===== src/rtl/mpu_pkg.sv =====
// Shared opcodes, FSM state encoding and instruction field helpers for the
// sequential multiply unit.
package mpu_pkg;

  localparam logic [1:0] OP_MULL = 2'b00;
  localparam logic [1:0] OP_MULH = 2'b01;
  localparam logic [1:0] OP_MAC  = 2'b10;
  localparam logic [1:0] OP_CLR  = 2'b11;

  typedef enum logic [1:0] {
    S_IDLE = 2'b00,
    S_BUSY = 2'b01,
    S_DONE = 2'b10
  } state_t;

  localparam int OP_W = 2;

  // Instruction layout is {op, a, b}: op sits above both W-bit operands.
  function automatic int op_lsb(input int w);
    return 2 * w;
  endfunction

  function automatic int a_lsb(input int w);
    return w;
  endfunction

endpackage


===== src/rtl/mpu_shift_add_core.sv =====
// Unsigned W-cycle shift-add multiplier: start loads the operands, done strobes
// during the cycle whose edge retires the last step, with product then valid.
module mpu_shift_add_core #(
  parameter int W = 9
) (
  input  logic           clk,
  input  logic           rst_n,
  input  logic           start,
  input  logic [W-1:0]   multiplicand,
  input  logic [W-1:0]   multiplier,
  output logic [2*W-1:0] product,
  output logic           done
);

  localparam int CNT_W = $clog2(W + 1);

  logic [2*W-1:0]   mcand_r;
  logic [W-1:0]     mplier_r;
  logic [2*W-1:0]   prod_r;
  logic [CNT_W-1:0] cnt_r;
  logic [2*W-1:0]   addend_s;
  logic [2*W-1:0]   prod_nxt_s;

  // Partial-product step: add the shifted multiplicand when the multiplier LSB is set.
  always_comb begin
    addend_s = {(2*W){1'b0}};
    if (mplier_r[0]) begin
      addend_s = mcand_r;
    end else begin
      addend_s = {(2*W){1'b0}};
    end
    prod_nxt_s = prod_r + addend_s;
  end

  // The final sum is exposed combinationally so the parent can register it on the done edge.
  assign product = prod_nxt_s;
  assign done    = (cnt_r == CNT_W'(1));

  // Operand load, per-cycle shift and counter.
  always_ff @(posedge clk) begin
    if (!rst_n) begin
      mcand_r  <= {(2*W){1'b0}};
      mplier_r <= {W{1'b0}};
      prod_r   <= {(2*W){1'b0}};
      cnt_r    <= {CNT_W{1'b0}};
    end else if (start) begin
      mcand_r  <= {{W{1'b0}}, multiplicand};
      mplier_r <= multiplier;
      prod_r   <= {(2*W){1'b0}};
      cnt_r    <= CNT_W'(W);
    end else if (cnt_r != {CNT_W{1'b0}}) begin
      prod_r   <= prod_nxt_s;
      mcand_r  <= mcand_r << 1;
      mplier_r <= mplier_r >> 1;
      cnt_r    <= cnt_r - CNT_W'(1);
    end
  end

endmodule


===== src/rtl/mpu_seq.sv =====
// Sequential multiply / multiply-accumulate unit with valid/ready handshakes.
// Define MPU_SIGNED_EN to treat a, b and out as two's complement.
module mpu_seq
  import mpu_pkg::*;
#(
  parameter int W     = 9,
  parameter int ACC_W = 2 * W
) (
  input  logic           clk,
  input  logic           rst_n,
  input  logic [2*W+1:0] instr,
  input  logic           in_valid,
  output logic           in_ready,
  output logic [W-1:0]   out,
  output logic           out_valid,
  input  logic           out_ready,
  output logic           busy
);

  localparam int OP_LSB = op_lsb(W);
  localparam int A_LSB  = a_lsb(W);

  state_t             state_r, state_nxt_s;
  logic [1:0]         op_r;
  logic [ACC_W-1:0]   acc_r;
  logic [W-1:0]       out_r;
  logic               out_valid_r, in_ready_r, busy_r;
  logic [1:0]         op_in_s;
  logic [W-1:0]       a_s, b_s, a_mag_s, b_mag_s;
  logic               core_start_s, core_done_s;
  logic [2*W-1:0]     core_prod_s, full_s;
  logic [ACC_W-1:0]   acc_sum_s;
  logic [W-1:0]       result_s;
`ifdef MPU_SIGNED_EN
  logic               neg_r;
`endif

  assign op_in_s = instr[OP_LSB +: OP_W];
  assign a_s     = instr[A_LSB +: W];
  assign b_s     = instr[W-1:0];

  mpu_shift_add_core #(.W(W)) u_core (
    .clk          (clk),
    .rst_n        (rst_n),
    .start        (core_start_s),
    .multiplicand (a_mag_s),
    .multiplier   (b_mag_s),
    .product      (core_prod_s),
    .done         (core_done_s)
  );

  // Operand magnitudes into the core and sign restoration of the finished product.
  always_comb begin
`ifdef MPU_SIGNED_EN
    if (a_s[W-1]) a_mag_s = ~a_s + {{(W-1){1'b0}}, 1'b1};
    else          a_mag_s = a_s;
    if (b_s[W-1]) b_mag_s = ~b_s + {{(W-1){1'b0}}, 1'b1};
    else          b_mag_s = b_s;
    if (neg_r) full_s = ~core_prod_s + {{(2*W-1){1'b0}}, 1'b1};
    else       full_s = core_prod_s;
    acc_sum_s = acc_r + ACC_W'($signed(full_s));
`else
    a_mag_s   = a_s;
    b_mag_s   = b_s;
    full_s    = core_prod_s;
    acc_sum_s = acc_r + ACC_W'(full_s);
`endif
  end

  // Result select by latched opcode.
  always_comb begin
    result_s = {W{1'b0}};
    case (op_r)
      OP_MULL: result_s = full_s[W-1:0];
      OP_MULH: result_s = full_s[2*W-1:W];
      OP_MAC:  result_s = acc_sum_s[W-1:0];
      default: result_s = {W{1'b0}};
    endcase
  end

  // Next-state logic; CLR bypasses the multiplier entirely.
  always_comb begin
    state_nxt_s  = state_r;
    core_start_s = 1'b0;
    case (state_r)
      S_IDLE: begin
        if (in_valid) begin
          if (op_in_s == OP_CLR) begin
            state_nxt_s = S_DONE;
          end else begin
            state_nxt_s  = S_BUSY;
            core_start_s = 1'b1;
          end
        end else begin
          state_nxt_s = S_IDLE;
        end
      end
      S_BUSY: begin
        if (core_done_s) state_nxt_s = S_DONE;
        else             state_nxt_s = S_BUSY;
      end
      S_DONE: begin
        if (out_ready) state_nxt_s = S_IDLE;
        else           state_nxt_s = S_DONE;
      end
      default: state_nxt_s = S_IDLE;
    endcase
  end

  // State, handshake flags, accumulator and registered result.
  always_ff @(posedge clk) begin
    if (!rst_n) begin
      state_r     <= S_IDLE;
      op_r        <= OP_MULL;
      acc_r       <= {ACC_W{1'b0}};
      out_r       <= {W{1'b0}};
      out_valid_r <= 1'b0;
      in_ready_r  <= 1'b1;
      busy_r      <= 1'b0;
`ifdef MPU_SIGNED_EN
      neg_r       <= 1'b0;
`endif
    end else begin
      state_r    <= state_nxt_s;
      in_ready_r <= (state_nxt_s == S_IDLE);
      busy_r     <= (state_nxt_s == S_BUSY);
      if (core_start_s) begin
        op_r  <= op_in_s;
`ifdef MPU_SIGNED_EN
        neg_r <= a_s[W-1] ^ b_s[W-1];
`endif
      end
      if (state_r == S_IDLE && in_valid && op_in_s == OP_CLR) begin
        acc_r       <= {ACC_W{1'b0}};
        out_r       <= {W{1'b0}};
        out_valid_r <= 1'b1;
      end else if (state_r == S_BUSY && core_done_s) begin
        out_r       <= result_s;
        out_valid_r <= 1'b1;
        if (op_r == OP_MAC) acc_r <= acc_sum_s;
      end else if (state_r == S_DONE && out_ready) begin
        out_valid_r <= 1'b0;
      end
    end
  end

  assign in_ready  = in_ready_r;
  assign busy      = busy_r;
  assign out       = out_r;
  assign out_valid = out_valid_r;

endmodule


===== config.mk =====
export PLATFORM = sky130hd
export DESIGN_NAME = mpu_seq
export DESIGN_NICKNAME = d
export VERILOG_FILES = /design/src/rtl/mpu_pkg.sv /design/src/rtl/mpu_shift_add_core.sv /design/src/rtl/mpu_seq.sv
export SDC_FILE = /design/constraint.sdc
export NUM_CORES = 1
export LEC_CHECK = 0
export ABC_AREA = 1
export CORE_ASPECT_RATIO = 1.75
export CORE_UTILIZATION = 35
export DETAILED_ROUTE_END_ITERATION = 10
export PLACE_DENSITY = 0.53
export SYNTH_ARGS = -nofsm -noshare
export SYNTH_HDL_FRONTEND = slang
export SYNTH_SLANG_ARGS = --single-unit

===== constraint.sdc =====
create_clock -name clk -period 4.55 [get_ports clk]
set_clock_uncertainty 0.15 [all_clocks]
set_input_delay 1.365 -clock clk [delete_from_list [all_inputs] [get_ports clk]]
set_output_delay 1.365 -clock clk [all_outputs]
set_load 0.02 [all_outputs]

After elaboration in Yosys (flattened, before gate mapping). Cells that the tools add are included.

Add/sub/neg operators: 3. Eq/ne operators: 7. Multiplexer cells: 19. Bitwise operators: 1. Reduce and logical (&&, ||, !) cells: 13.

Operators with widths (count): adder 18 bit (2); two-way mux 9 bit (4); case mux 9 bit (3 select lines) (1); two-way mux 18 bit (1); two-way mux 2 bit (4); two-way mux 4 bit (2); == test 2 x 1 -> 1 bit, second input constant (3); == test 2 bit, second input constant (3); zero test 2 bit (3); two-way mux 1 bit (6); case mux 2 bit (3 select lines) (1); == test 4 x 1 -> 1 bit, second input constant (1); logical AND 1 bit (4); nonzero test 4 bit (1); OR reduction 2 bit (2); subtractor 4 x 1 -> 4 bit, second input constant (1); nonzero test 3 bit (1); AND reduction 2 bit (1); nonzero test 2 bit (1); inverter 1 bit (1).

Bits in registers: 83. Input port bits: 24. Output and inout port bits: 12. Logic and storage cells: 56.

Longest topological paths before layout. Gate-level depths: netlist of run 1.

Depth in word-level cells: 5. Mapped depth: 24. Depth with buffers taken out: 22.

Cells and area by module. Synthesis of run 1 repeated with hierarchy kept, for this count alone.

Cells, all modules: 699. Area, all modules: 4673.2 um2.

Modules (own cells, without submodules): mpu_shift_add_core (instances 1, cells each 469, area each 3060.4 um2, sequential area each 980.9 um2); mpu_seq (instances 1, cells each 230, area each 1612.8 um2, sequential area each 500.5 um2).

Worst setup path before layout of run 1. No wires, ideal clock.

Path type: reg-to-reg. Start: register u_core.mplier_r[0]. End: register out_r[7], in the netlist out[7]. Library setup time: 119 ps. Data arrival time: 3024 ps. Data required time: 4281 ps. Path slack: 1258 ps. Cell stages (with the launch flop): 24. Path buffers: 2. Clock period less this slack: 3292 ps. Cells stage by stage: dfxtp_1 buf_2 buf_1 nand2_1 inv_1 ha_1 inv_1 fa_1 inv_1 nand3_1 nand2_2 xor2_1 ha_1 inv_1 o21ai_0 a21oi_1 nand2_1 nor2_1 nand3b_1 nand2_1 inv_1 nand2_1 nand2_1 a21oi_2.

Longest elaborated chain between the ends: 4.

RTL lines: start, declared (line mpu_shift_add_core.sv:18) `logic [W-1:0] mplier_r;`; start signal, assigned (line mpu_shift_add_core.sv:43) `mplier_r <= {W{1'b0}};`; start signal, assigned (line mpu_shift_add_core.sv:48) `mplier_r <= multiplier;`; start signal, assigned (line mpu_shift_add_core.sv:54) `mplier_r <= mplier_r >> 1;`; two-way mux 18 bit (line mpu_shift_add_core.sv:27) `if (mplier_r[0]) begin`; adder 18 bit (line mpu_shift_add_core.sv:32) `prod_nxt_s = prod_r + addend_s;`; via core_prod_s[4] (line mpu_seq.sv:31) `logic [2*W-1:0] core_prod_s, full_s;`; adder 18 bit (line mpu_seq.sv:66) `acc_sum_s = acc_r + ACC_W'(full_s);`; case mux 9 bit (3 select lines) (line mpu_seq.sv:73) `case (op_r)`; end signal, assigned (line mpu_seq.sv:116) `out_r <= {W{1'b0}};`; end signal, assigned (line mpu_seq.sv:135) `out_r <= {W{1'b0}};`; end signal, assigned (line mpu_seq.sv:138) `out_r <= result_s;`; end, declared (line mpu_seq.sv:26) `logic [W-1:0] out_r;`.

The timed path passes the listed nets, and every way through them passes these cells. A chain may end at the register's enable or synchronous reset.

Worst setup path after layout of run 1. Same ends and word-level chain as after synthesis.

==> results of run 1 <==
## layout by cell type, fill, tap and decap left out, types with 6 or more instances in the layout
cell type and instances:
inv_1 86, o21ai_0 21, clkbuf_16 9, xnor2_1 8, xor2_1 6, a31oi_1 18
dfxtp_1 74, ha_1 29, nand2_1 199, nand2_2 7, nor2_1 51, nand3_1 51
clkdlybuf4s50_1 35, a21oi_1 43
## worst max-delay path, stage by stage, from the launching register on
cell and delay, ns:
dfxtp_1 0.75, nand2_1 0.11, inv_1 0.10, ha_1 0.21, inv_1 0.07, fa_1 0.40
inv_1 0.07, nand3_1 0.07, nand2_2 0.12, xor2_1 0.25, ha_1 0.33, inv_1 0.10
o21ai_0 0.13, a21oi_1 0.15, nand2_1 0.09, nor2_1 0.12, nand3b_1 0.12, nand2_1 0.05
inv_1 0.05, nand2_1 0.04, nand2_1 0.07, a21oi_2 0.05
## registers in the layout, summed over array words and instances, names as in the netlist
signal and flops:
in_ready 1, op_r 2, state_r 2, u_core.mcand_r 18
u_core.prod_r 18, acc_r 9, u_core.mplier_r 9, out 9
u_core.cnt_r 4, busy 1, out_valid 1
## layer usage
layer  up-vias  wire, um  track usage  share of wire
met3        37       437       0.0405          0.035
met5         -         0            0              0
met2       103      6330        0.338           0.51
met4         0       645        0.108          0.052
met1      1974      4980        0.215           0.40
li1       2246         -            -              -
## power by group
group / internal (W) / switching, W / leakage, nW
clock: 0.000496 / 0.000294 / 0.159
combinational: 0.000299 / 0.000627 / 1.82
sequential: 0.000753 / 0.0000756 / 0.603
total: 0.00155 / 0.000997 / 2.58
## area by class of cell
| class | count | area share |
|---|---|---|
| clock inverter | 6 | 0.0168 |
| multi-input combinational | 493 | 0.492 |
| tap | 171 | 0.0398 |
| clock buffer | 10 | 0.0444 |
| timing repair buffer | 37 | 0.0680 |
| sequential | 74 | 0.276 |
| inverter | 90 | 0.0638 |
## metrics by stage
stage | power, W | cells | setup WS, ns | hold slack, ns | instance area (um2)
2_1_floorplan | 0.00154 | 679 | 1.26 | 0.290 | 4580
5_1_grt | 0.00273 | 881 | 0.433 | 0.325 | 5380
4_1_cts | 0.00257 | 881 | 0.808 | 0.315 | 5380
6_report | 0.00255 | 881 | 0.830 | 0.312 | 5380
3_3_place_gp | 0.00177 | 865 | 0.882 | 0.301 | 5050
3_5_place_dp | 0.00178 | 865 | 0.837 | 0.306 | 5050
## cells by family (layout without fill, tap and decap cells)
group           Yosys count  count (layout)  share of synthesized area
compound gates          110             110                      0.141
simple gates            338             338                      0.321
xor+xnor                 14              14                     0.0267
buf+inv                 112             143                      0.101
fa+ha+maj                31              31                     0.0879
flops                    74              74                      0.323
## worst paths after layout
kind,from,to,slack (ns),cells past startpoint
min reg2reg,out[8],out[8],0.31,2
min,out[8],out[8],0.31,2
max reg2reg,u_core.mplier_r[0],out[7],0.83,21
max,u_core.mplier_r[0],out[7],0.83,21
==> flow_summary_export.csv, run 1 <==
group,metric,value,unit
status,outcome,"completed",
setup_path,cp_max_fo,19,
detailed_routing,drc,0,
sta,tightest_slew,0.844,ns
floorplan,io_pins,36,
detailed_routing,drtAntennaViolNets,0,
sta,setup_viol,0,
detailed_routing,drt_pass1_iterations,4,
cells_and_area,ff_latch_area,1480,um2
sta,period_needed,3.72,ns
cells_and_area,multi_input_area,2640,um2
synth,synth_area_leaders,"dfxtp_1 32%, nand2_1 16%, ha_1 7.9%",
floorplan,fp.dieH,153,um
clock_tree,numCtsBuffers,9,
sta,hold_viol_final,0,
floorplan,rows,55,
synth,synthArstFlopShare,0,
synth,ys.flop_type,"dfxtp_1",
floorplan,core-area,12900,um2
sta,tns,0,ns
synth,syn_inst,679,
setup_path,path_class,"flip-flop to flip-flop",
detailed_routing,vias_per_cell,4.95,
pwr,peakVddDrop,317,uV
clock_tree,clk_pin_slew_worst_paths,0.06,ns
cells_and_area,fillCellCount,1406,
min_path,hold_class,"flip-flop to flip-flop",
synth,synthTopCellsByCount,"200 x nand2_1, 86 x inv_1, 74 x dfxtp_1",
place,port_buffers,35,
global_route,grt_usage,0.195,
clock_tree,insertion_delay,0.34,ns
setup_path,worst_ep_arrival_time,3.78,ns
pwr,power_density,473,nW/um2
cells_and_area,post-route-util,0.418,
sta,report.final.slew_viol_count,0,
synth,synth_top_area_cell,"dfxtp_1",
sta,rsz0062_at_grt,"false",
cells_and_area,syn2layout_area_growth,17.3,%
cells_and_area,nets,760,
synth,yosysMostFrequentCell,"nand2_1",
clock_tree,cts_root_buffer,"clkbuf_16",
synth,synth-seq-area-share,0.323,
global_route,grt_antenna_before_repair,0,
clock_tree,clock_path_buffers,2,
synth,ys_warn_count,0,
cells_and_area,num_antenna_cells,0,
global_route,grt_pass1_wl,20300,um
clock_tree,cts_tree,"built",
floorplan,die_w,88.5,um
synth,syn_nets,734,
clock_tree,cts-htree-levels,3,
detailed_routing,dr_total_vias,4360,
cells_and_area,drive_gt1_frac,0.0662,
job,max-cap-violations,0,
synth,synth_top_area_frac,0.323,
synth,synth_cell_types,44,
global_route,grt_max_degree,50,
clock_tree,postCtsHoldBufs,0,
synth,synth_seq_cells,74,
clock_tree,cts_resized,0,
sta,min_period_over_period,0.818,
setup_path,end_kind,"flip-flop",
global_route,grt_pass1_vias,4224,
floorplan,die_area,13600,um2
synth,synth-edff-count,0,
synth,synth.avg_cell_area,6.75,um2
sta,fmax,269,MHz
pwr,p_leak,2.58,nW
detailed_routing,drtIter0Drc,189,
clock_tree,clkSinkCount,74,
global_route,overflow,0,
sta,slew-limit-headroom,0.434,
floorplan,initial_core_util,0.356,
clock_tree,cts_setup_buffers,0,
detailed_routing,wl,12400,um
setup_path,cp_data_required_time,4.61,ns
setup_path,start_kind,"flip-flop",
place,place_congestion,0.888,
synth,synth_area,4580,um2
place,hpwl,9500,um
detailed_routing,avgRoutedWirePerCell,14.1,um
Power figures use the tool's default switching activity.
==> run 2, diff against run 1 <==
--- a/config.mk
+++ b/config.mk
@@ -9,7 +9,7 @@
 export CORE_ASPECT_RATIO = 1.75
 export CORE_UTILIZATION = 35
 export DETAILED_ROUTE_END_ITERATION = 10
-export PLACE_DENSITY = 0.53
+export PLACE_DENSITY = 0.55
 export SYNTH_ARGS = -nofsm -noshare
 export SYNTH_HDL_FRONTEND = slang
 export SYNTH_SLANG_ARGS = --single-unit
==> constraint.sdc (replaced) <==
create_clock -name clk -period 3.1 [get_ports clk]
set_clock_uncertainty 0.15 [all_clocks]
set_input_delay 0.93 -clock clk [delete_from_list [all_inputs] [get_ports clk]]
set_output_delay 0.93 -clock clk [all_outputs]
set_load 0.02 [all_outputs]
==> flow_summary_export.csv, run 2 (same netlist as run 1, synthesis figures left out) <==
group,metric,value,unit
detailed_routing,drtIter0Drc,173,
cells_and_area,fillCellCount,1342,
pwr,p_clk_frac,0.266,
setup_path,reg2reg_to,"out[8]",
sta,rsz0062_at_grt,"true",
global_route,overflow,0,
sta,report.final.slew_viol_count,0,
clock_tree,cts-htree-levels,3,
cells_and_area,layout_commonest_cell,"nand2_1",
pwr,p_sw_frac,0.393,
min_path,hp-start,"u_core.mplier_r[8]",
setup_path,cp_data_required_time,3.22,ns
cells_and_area,drive_gt1_frac,0.159,
setup_path,reg2reg_depth,21,
cells_and_area,syn2layout_area_growth,27.8,%
sta,fmax,336,MHz
sta,tns,0,ns
pwr,power_density,674,nW/um2
global_route,grt_pass1_vias,4433,
detailed_routing,drc,0,
floorplan,initial_core_util,0.356,
min_path,hold_end,"u_core.mplier_r[8]",
min_path,hold_class,"flip-flop to flip-flop",
cells_and_area,num_antenna_cells,0,
sta,min_period_over_period,0.959,
sta,tightest_slew,0.803,ns
clock_tree,numCtsBuffers,9,
pwr,p_leak,2.79,nW
cells_and_area,multi_input_area,2880,um2
setup_path,cp_max_fo,5,
global_route,grt_max_degree,50,
detailed_routing,drtAntennaViolNets,0,
setup_path,worst_ep_arrival_time,3.09,ns
floorplan,core-area,12900,um2
place,place_ws,-0.145,ns
sta,slew-limit-headroom,0.463,
sta,hold_viol_final,0,
clock_tree,clock_path_buffers,2,
cells_and_area,final_cell_mix,"194 x nand2_1, 82 x inv_1, 72 x dfxtp_1",
place,port_buffers,35,
min_path,hold_depth,2,
cells_and_area,nets,792,
place,hpwl,10300,um
global_route,grt_antenna_before_repair,0,
clock_tree,postCtsHoldBufs,0,
floorplan,fp.dieH,153,um
detailed_routing,vias_per_cell,5.02,
global_route,grt_usage,0.208,
setup_path,path_class,"flip-flop to flip-flop",
clock_tree,insertion_delay,0.34,ns
global_route,grt_pass1_wl,21100,um
cells_and_area,top_regs,"u_core.mcand_r (18), u_core.prod_r (18)",
pwr,peakVddDrop,432,uV
pwr,intPower,0.00240,W
sta,period_needed,2.97,ns
cells_and_area,ff_latch_area,1490,um2
setup_path,end_kind,"flip-flop",
floorplan,rows,55,
clock_tree,clk_pin_slew_worst_paths,0.06,ns
setup_path,reg2reg_from,"u_core.mplier_r[0]",
place,place_congestion,0.912,
sta,worst_slack,0.127,ns
floorplan,die_area,13600,um2
sta,setup_viol,0,
setup_path,reg2reg_slack,0.13,ns
clock_tree,cts_root_buffer,"clkbuf_16",
detailed_routing,drt_pass1_iterations,4,
sta,hold_slack,0.316,ns
detailed_routing,avgRoutedWirePerCell,14.7,um
pwr,power_frac_comb,0.425,
job,max-cap-violations,0,
pwr,p_sw,0.00155,W
floorplan,io_pins,36,
detailed_routing,wl,13400,um
floorplan,die_w,88.5,um
clock_tree,clkSinkCount,74,
pwr,p_seq_frac,0.309,
detailed_routing,dr_total_vias,4581,
clock_tree,cts_tree,"built",
status,outcome,"completed",
setup_path,start_kind,"flip-flop",
-- run 2: cell count changes in the layout (fill, tap and decap cells not counted), sizes merged --
cell,before,now
clkinvlp,1,2
buf,2,34
bufinv,2,1
clkinv,3,2
-- run 2: routing by layer --
layer	part of all wire	GRT usage
met5	0	0
met2	0.55	0.387
met1	0.36	0.201
met3	0.029	0.0427
met4	0.059	0.124
-- run 2: how the worst max path moves through the flow --
stage	depth (start not counted)	from	endpoint
floorplan	24	u_core.mplier_r[0]	out[7]
global route	19	u_core.mplier_r[0]	out[6]
CTS	22	u_core.mplier_r[0]	out[7]
global placement	18	u_core.mplier_r[0]	out[6]
finish	21	u_core.mplier_r[0]	out[8]
detailed placement	18	u_core.mplier_r[0]	out[6]
-- run 2: final cells by class --
class | instances | area share
Timing Repair Buffer | 69 | 0.110
Sequential cell | 74 | 0.254
Inverter | 90 | 0.0585
Clock inverter | 5 | 0.00939
Multi-Input combinational cell | 493 | 0.491
Tap cell | 171 | 0.0365
Clock buffer | 10 | 0.0408
-- run 2: what timing repair did --
item / 4_1_cts / 5_1_grt
endpoints found under the setup margin: 7 / 10
resized for setup: 8 / 44
cloned: 0 / 0
setup buffers: 1 / 4
pin swaps: 3 / 19
-- run 2: stage by stage --
stage | std cells | power, W | utilization | instance area (um2)
after floorplan | 679 | 0.00227 | - | 4600
after global placement | 892 | 0.00277 | 0.411 | 5300
after detailed placement | 892 | 0.00279 | 0.411 | 5300
after CTS | 908 | 0.00388 | 0.437 | 5620
after global routing | 912 | 0.00422 | 0.455 | 5860
final | 912 | 0.00395 | 0.455 | 5860
-- run 2: worst max-delay path, stage by stage (launching register included) --
cell and delay, ns:
dfxtp_4 0.36, buf_4 0.15, nand2_1 0.06, inv_1 0.04, ha_1 0.31, nand2_2 0.10, nor2_1 0.05, nor2_1 0.11
nand2_1 0.09, or2_1 0.24, and2_4 0.16, ha_4 0.27, nand2_1 0.04, inv_1 0.06, nand4_1 0.12, nand3_2 0.10
inv_1 0.06, nand2_2 0.08, nand3_2 0.08, nand3_4 0.09, nand2_1 0.06, a21oi_1 0.12
-- run 2: power groups by stage --
stage | combinational, W | clock, W | sequential [W]
floorplan | 0.00106 | 0 | 0.00121
global placement | 0.00154 | 0 | 0.00123
detailed placement | 0.00156 | 0 | 0.00123
CTS | 0.00158 | 0.00108 | 0.00121
global route | 0.00186 | 0.00112 | 0.00124
finish | 0.00168 | 0.00105 | 0.00122
